[src/rtl/pipe_ctrl_pkg.sv]
// Shared types and widths for the pipeline hazard controller.
package pipe_ctrl_pkg;

  localparam int unsigned REG_W       = 5;
  localparam int unsigned STALL_CNT_W = 32;
  localparam int unsigned REDIR_CNT_W = 16;

  typedef enum logic {
    ST_RUN   = 1'b0,
    ST_DRAIN = 1'b1
  } state_e;

endpackage

[src/rtl/hazard_cmp.sv]
// Load-use hazard detect: EX load writes a register the ID instruction reads.
module hazard_cmp
  import pipe_ctrl_pkg::*;
(
  input  logic             ex_mem_read,
  input  logic [REG_W-1:0] ex_rd,
  input  logic [REG_W-1:0] id_rs1,
  input  logic [REG_W-1:0] id_rs2,
  input  logic             id_uses_rs1,
  input  logic             id_uses_rs2,
  output logic             hazard
);

  logic rs1_match;
  logic rs2_match;

  assign rs1_match = id_uses_rs1 && (id_rs1 == ex_rd);
  assign rs2_match = id_uses_rs2 && (id_rs2 == ex_rd);
  // x0 is hardwired zero, so a load to it never creates a dependency
  assign hazard    = ex_mem_read && (ex_rd != '0) && (rs1_match || rs2_match);

endmodule

[src/rtl/pipe_hazard_ctrl.sv]
// Pipeline stall/flush controller with redirect drain and saturating event counters.
module pipe_hazard_ctrl
  import pipe_ctrl_pkg::*;
(
  input  logic                   clk,
  input  logic                   reset,
  input  logic [REG_W-1:0]       id_rs1,
  input  logic [REG_W-1:0]       id_rs2,
  input  logic                   id_uses_rs1,
  input  logic                   id_uses_rs2,
  input  logic [REG_W-1:0]       ex_rd,
  input  logic                   ex_mem_read,
  input  logic                   ex_redirect,
  input  logic                   imem_ready,
  input  logic                   dmem_busy,
  output logic                   pc_en,
  output logic                   if_id_en,
  output logic                   if_id_flush,
  output logic                   id_ex_flush,
  output logic [STALL_CNT_W-1:0] stall_cnt,
  output logic [REDIR_CNT_W-1:0] redirect_cnt
);

  state_e                 state_q, state_d;
  logic [STALL_CNT_W-1:0] stall_cnt_q, stall_cnt_d;
  logic [REDIR_CNT_W-1:0] redirect_cnt_q, redirect_cnt_d;
  logic                   hazard;
  logic                   stall_inc;
  logic                   redir_inc;

  hazard_cmp u_hazard_cmp (
    .ex_mem_read (ex_mem_read),
    .ex_rd       (ex_rd),
    .id_rs1      (id_rs1),
    .id_rs2      (id_rs2),
    .id_uses_rs1 (id_uses_rs1),
    .id_uses_rs2 (id_uses_rs2),
    .hazard      (hazard)
  );

  always_ff @(posedge clk or posedge reset) begin
    if (reset) begin
      state_q        <= ST_RUN;
      stall_cnt_q    <= '0;
      redirect_cnt_q <= '0;
    end else begin
      state_q        <= state_d;
      stall_cnt_q    <= stall_cnt_d;
      redirect_cnt_q <= redirect_cnt_d;
    end
  end

  // Prioritised control: memory freeze > redirect > drain > load-use > fetch bubble
  always_comb begin
    state_d     = state_q;
    stall_inc   = 1'b0;
    redir_inc   = 1'b0;
    pc_en       = 1'b1;
    if_id_en    = 1'b1;
    if_id_flush = 1'b0;
    id_ex_flush = 1'b0;
    if (dmem_busy) begin
      pc_en     = 1'b0;
      if_id_en  = 1'b0;
      stall_inc = 1'b1;
    end else if (ex_redirect) begin
      if_id_flush = 1'b1;
      id_ex_flush = 1'b1;
      redir_inc   = 1'b1;
      state_d     = imem_ready ? ST_RUN : ST_DRAIN;
    end else if (state_q == ST_DRAIN) begin
      // the stale wrong-path fetch is dropped when it finally returns
      pc_en       = 1'b0;
      if_id_flush = 1'b1;
      stall_inc   = 1'b1;
      if (imem_ready) state_d = ST_RUN;
    end else if (hazard) begin
      pc_en       = 1'b0;
      if_id_en    = 1'b0;
      id_ex_flush = 1'b1;
      stall_inc   = 1'b1;
    end else if (!imem_ready) begin
      pc_en       = 1'b0;
      if_id_flush = 1'b1;
      stall_inc   = 1'b1;
    end
    if (reset) begin
      pc_en       = 1'b0;
      if_id_en    = 1'b0;
      if_id_flush = 1'b0;
      id_ex_flush = 1'b0;
    end
  end

  always_comb begin
    stall_cnt_d    = stall_cnt_q;
    redirect_cnt_d = redirect_cnt_q;
    if (stall_inc && !(&stall_cnt_q))    stall_cnt_d    = stall_cnt_q + STALL_CNT_W'(1);
    if (redir_inc && !(&redirect_cnt_q)) redirect_cnt_d = redirect_cnt_q + REDIR_CNT_W'(1);
  end

  assign stall_cnt    = stall_cnt_q;
  assign redirect_cnt = redirect_cnt_q;

endmodule

[config.mk]
export PLATFORM = sky130hd
export DESIGN_NAME = pipe_hazard_ctrl
export DESIGN_NICKNAME = d
export VERILOG_FILES = /design/src/rtl/pipe_ctrl_pkg.sv /design/src/rtl/hazard_cmp.sv /design/src/rtl/pipe_hazard_ctrl.sv
export SDC_FILE = /design/constraint.sdc
export NUM_CORES = 1
export LEC_CHECK = 0
export ABC_AREA = 1
export CORE_MARGIN = 3
export CORE_UTILIZATION = 55
export CTS_CLUSTER_SIZE = 40
export DETAILED_ROUTE_END_ITERATION = 7
export PLACE_DENSITY = 0.88
export SLEW_MARGIN = 15
export SYNTH_ARGS = -nofsm -noshare
export SYNTH_HDL_FRONTEND = slang
export SYNTH_SLANG_ARGS = --single-unit
export TNS_END_PERCENT = 50
[constraint.sdc]
create_clock -name clk -period 6.1 [get_ports clk]
set_input_delay 1.22 -clock clk [delete_from_list [all_inputs] [get_ports clk]]
set_output_delay 1.22 -clock clk [all_outputs]
set_load 0.02 [all_outputs]
[Word-level counts from Yosys, hierarchy flattened]
Cells that the tools add are included.
Storage, ports and cells
  logic and storage cells: 49
  bits in registers: 49
Cells by class
  reduce and logical (&&, ||, !) cells: 12
  muxes and demuxes: 30
  equal/unequal tests: 2
  add/subtract/negate cells: 2
Operators by type and width (count)
  $add A32 B1 Y32 const B: 1
  $reduce_and A32 Y1: 1
  $mux W1: 30
  $add A16 B1 Y16 const B: 1
  $reduce_and A16 Y1: 1
  $eq A5 B5 Y1: 2
  $logic_and A1 B1 Y1: 6
  $reduce_bool A5 Y1: 1
  $logic_not A1 Y1: 2
  $logic_or A1 B1 Y1: 1

[Logic depth before layout (Yosys ltp)]
  depth after elaboration: 9
  mapped depth: 12
  mapped depth without buffers: 11

[Modules after synthesis]
A second synthesis with hierarchy kept.
Second synthesis, totals
  cell total of the unflattened synthesis: 539
  area total of the unflattened synthesis: 3443.3 µm²
Modules (own cells, without submodules)
  pipe_hazard_ctrl: times used 1, area an instance 3226.8 µm², cells each 484
  hazard_cmp: times used 1, area an instance 216.5 µm², cells each 55

[Least setup slack after synthesis]
Ideal clock, no wire load.
  path kind: input port to output port
  from: in reset
  to: out if_id_flush
  stages on the path: 3
  setup slack: 2.062 ns
  buffers on the path: 0
  data required time: 4.880 ns
  arrival: 2.818 ns
  path through: inv_1 -> nand3_1 -> nor2_1
On the way
  longest elaborated chain between the ends: 1
Ends and longest elaborated chain
  start: declaration: line pipe_hazard_ctrl.sv:6  | input logic reset,
  $mux W1: line pipe_hazard_ctrl.sv:87  | if (reset) begin
  end: declaration: line pipe_hazard_ctrl.sv:18  | output logic if_id_flush,
No other way between the ends.

[Worst setup path in the final report]
  from: in ex_rd[0]
  to: out pc_en
On the way
  longest elaborated chain between the ends: 9
Ends and longest elaborated chain
  start: declaration: line pipe_hazard_ctrl.sv:11  | input logic [REG_W-1:0] ex_rd,
  $eq A5 B5 Y1 (on tied branches): line hazard_cmp.sv:17, hazard_cmp.sv:18
  $logic_and A1 B1 Y1 (on tied branches): line hazard_cmp.sv:17, hazard_cmp.sv:18
  $logic_or A1 B1 Y1: line hazard_cmp.sv:20  | assign hazard = ex_mem_read && (ex_rd != '0) && (rs1_match || rs2_match);
  $logic_and A1 B1 Y1 (*): line hazard_cmp.sv:20
  $mux W1 (*): line pipe_hazard_ctrl.sv:77  | end else if (hazard) begin
  $mux W1 (*): line pipe_hazard_ctrl.sv:71  | end else if (state_q == ST_DRAIN) begin
  $mux W1 (*): line pipe_hazard_ctrl.sv:66  | end else if (ex_redirect) begin
  $mux W1 (*): line pipe_hazard_ctrl.sv:62  | if (dmem_busy) begin
  $mux W1 (*): line pipe_hazard_ctrl.sv:87
  end: declaration: line pipe_hazard_ctrl.sv:16  | output logic pc_en,
Every way passes the cells marked *; elsewhere a longest branch is shown, timed or not.

==> reports/metrics.csv <==
stage;metric;value;unit
yosys;ys_seq_elements;49;
clock_tree;postCtsSetupBuffers;0;
floorplan;start_util;0.5902;
placed_design;post-dp-hpwl;6.496;mm
floorplan;fp-row-count;27;
yosys;syn_area;0.003390;mm²
worst_setup_path;start_kind;input pin;
layout;layout_commonest_cell;nand2_1;
placed_design;dp_cells;653;
worst_setup_path;cp_slowest_stage_delay;0.57;ns
yosys;synth_top_cell_by_area;dfrtp_1;
clock_tree;root_buffer;clkbuf_8;
worst_setup_path;critPathLaunch;ex_rd[0];
worst_setup_path;worstPathCellList;clkdlybuf4s50_1, inv_1, nand2_1, nand2_1, nor2_1, nand3_1, nand2_1, nand2_1, nand2_2, a21oi_1, clkdlybuf4s50_1;
sta;finalSetupTns;0;ns
worst_setup_path;crit_family;buffers and inverters;
layout;design_area;0.004273;mm²
sta;finalCritPeriodShare;0.7803;
global_route;grt_remaining_overflow;0;
sta;setup_ws;1.340;ns
placed_design;gp_congestion;0.9653;
placed_design;dpl_worst_slack;1.364;ns
global_route;grt_max_degree;50;
min_path;min_from;redirect_cnt[12];
sta;worstMarginPinSlew;1.144;ns
job;drv_cap;0;
pwr;ir_worst_vdd;0.0002530;V
layout;final_cell_count_no_fill;661;
worst_setup_path;critical_path_buf_inv_count;3;
placed_design;port_buffers;74;
clock_tree;cts-buffers-inserted;5;
floorplan;die_area;0.007141;mm²
sta;rsz0062_at_grt;no;
layout;area_growth;26.06;%
detailed_routing;wl_per_cell;13.45;µm
layout;final_cell_mix;nand2_1, nor2_1, clkdlybuf4s50_1;
worst_setup_path;crit_type;input pin to output pin;
detailed_routing;postRouteAntennaNets;0;
sta;hold_viol;0;
global_route;grtUsageTotal;0.2535;
detailed_routing;viasPerCell;5.359;
clock_tree;worstSkewPairLatency;0.30;ns
pwr;leakagePower;2.011;nW
outcome;status;finished, final reports clean;
detailed_routing;detail_route.wirelength;8.891;mm
sta;relSlewSlack;0.2356;
yosys;syn_avg_cell_area;6.543;µm²
clock_tree;cts_tree;done;
detailed_routing;firstDrtPassIters;5;
detailed_routing;drc;0;
detailed_routing;drt_iter0_drc;248;
clock_tree;path_clk_slew;0.09;ns
sta;max_freq;210.1;MHz
floorplan;die_height;84.51;µm
global_route;grt_pass1_wl;15.22;mm
floorplan;boundaryPins;75;
min_path;min_path_type;flip-flop to flip-flop;
layout;final_net_count;613;
floorplan;die_w;84.51;µm
worst_setup_path;r2r_start;stall_cnt[0];
sta;setup_viol;0;
global_route;grt_antenna_before_repair;0;
worst_setup_path;arrival;3.54;ns
yosys;ys.warnings.count;0;
sta;finalCriticalPeriod;4.760;ns
clock_tree;clock_sinks;49;
yosys;synthCells;518;
clock_tree;cts_hold_buf;0;
yosys;yosysTopAreaCellShare;0.3618;
placed_design;placed_area;0.004153;mm²
detailed_routing;vias;3542;
yosys;yosys-top-cells-area;dfrtp_1, nand2_1, nor2_1;
worst_setup_path;crit_required;4.88;ns
layout;drive_gt1_frac;0.03565;
floorplan;core_area;0.005743;mm²
worst_setup_path;cp_slowest_cell;clkdlybuf4s50_1;
yosys;ys_seq_area_frac;0.3618;
clock_tree;clk_path_buf_depth;2;
clock_tree;post_cts_resized;0;
global_route;grt_pass1_vias;3376;
layout;diodes;0;
worst_setup_path;cpMostUsedCell;nand2_1;
worst_setup_path;cp-end-kind;output pin;
worst_setup_path;crit_fanout;35;
sta;slew_violations;0;
yosys;syn-num-nets;543;
yosys;synth_cell_types;25;
clock_tree;htreeDepth;2;
sta;skew;0.002816;ns
pwr;power_density;216.5;mW/mm²
==> kinds of logic (layout without fill, tap and decap cells) <==
| kind of cell | count (synthesis) | count (layout) | share of synthesized area |
|---|---|---|---|
| AND/OR/NAND/NOR | 382 | 382 | 0.4806 |
| XOR/XNOR | 29 | 29 | 0.07493 |
| AO/OA/AOI/OAI | 7 | 7 | 0.01108 |
| buffers and inverters | 49 | 120 | 0.06423 |
| adder cells (fa/ha/maj) | 2 | 2 | 0.007382 |
| flip-flops | 49 | 49 | 0.3618 |
==> report_power, final <==
group	internal, mW	total, mW	switching, mW	leakage, nW
clock	0.133	0.244	0.110	0.0574
sequential	0.360	0.414	0.0535	0.655
combinational	0.122	0.268	0.146	1.30
total	0.616	0.925	0.309	2.01
==> Yosys cell counts (all sizes together) <==
| library cell | instances |
|---|---|
| o21ai | 4 |
| a22oi | 1 |
| clkinv | 1 |
| ha | 2 |
| nor3 | 3 |
| inv | 35 |
| nand3 | 13 |
| nand4 | 37 |
| clkbuf | 3 |
| nand3b | 14 |
| xnor2 | 11 |
| a21oi | 2 |
| xor2 | 18 |
| dfrtp | 49 |
| nor4 | 1 |
| nor2 | 78 |
| nand2 | 236 |
| buf | 10 |
==> metrics by stage <==
step / util / power [mW] / hold slack [ns]
2_1_floorplan: - / 0.5681 / 0.5413
3_3_place_gp: 0.7231 / 0.6775 / 0.5191
3_5_place_dp: 0.7231 / 0.6847 / 0.5175
4_1_cts: 0.7440 / 0.9292 / 0.5373
5_1_grt: 0.7440 / 0.9715 / 0.5540
6_report: 0.7440 / 0.9252 / 0.5405
==> area by class of cell <==
| class | count | area [µm²] |
|---|---|---|
| Clock inverter | 2 | 37.54 |
| Tap cell | 72 | 90.09 |
| Inverter | 36 | 135.1 |
| Timing Repair Buffer | 76 | 755.7 |
| Sequential cell | 49 | 1226 |
| Multi-Input combinational cell | 420 | 1946 |
| Fill cell | 486 | 1470 |
| Clock buffer | 6 | 82.58 |
==> worst paths after layout <==
path	to	slack (ns)	cells after the start
setup / recovery	pc_en	1.34	11
hold / removal	redirect_cnt[12]	0.54	1
setup reg to reg	stall_cnt[5]	2.95	9
hold reg to reg	redirect_cnt[12]	0.54	1
max in group asynchronous	stall_cnt[30]	4.21	3
min in group asynchronous	state_q	1.49	3
==> per-layer routing <==
metal / global-route usage / up-vias / part of all wire
li1: - / 1779 / -
met5: 0 / - / 0
met2: 0.4043 / 116 / 0.46
met3: 0.03631 / 12 / 0.063
met1: 0.3696 / 1635 / 0.47
met4: 0.05036 / 0 / 0.011
==> worst register-to-register path, cell delays in order (launching register included) <==
cell and delay (ns):
dfrtp_1 0.48, ha_1 0.30, nand3_2 0.16, inv_2 0.07, nand2_2 0.12, nor3_2 0.06, nand2_1 0.83, nand3_2 0.73
nand2_1 0.24, nand2_1 0.07
==> state kept, by name, indices dropped and copies added (netlist names) <==
name and flops:
redirect_cnt 16, stall_cnt 32, state_q 1
No activity file was read; power rests on OpenSTA's default activity.
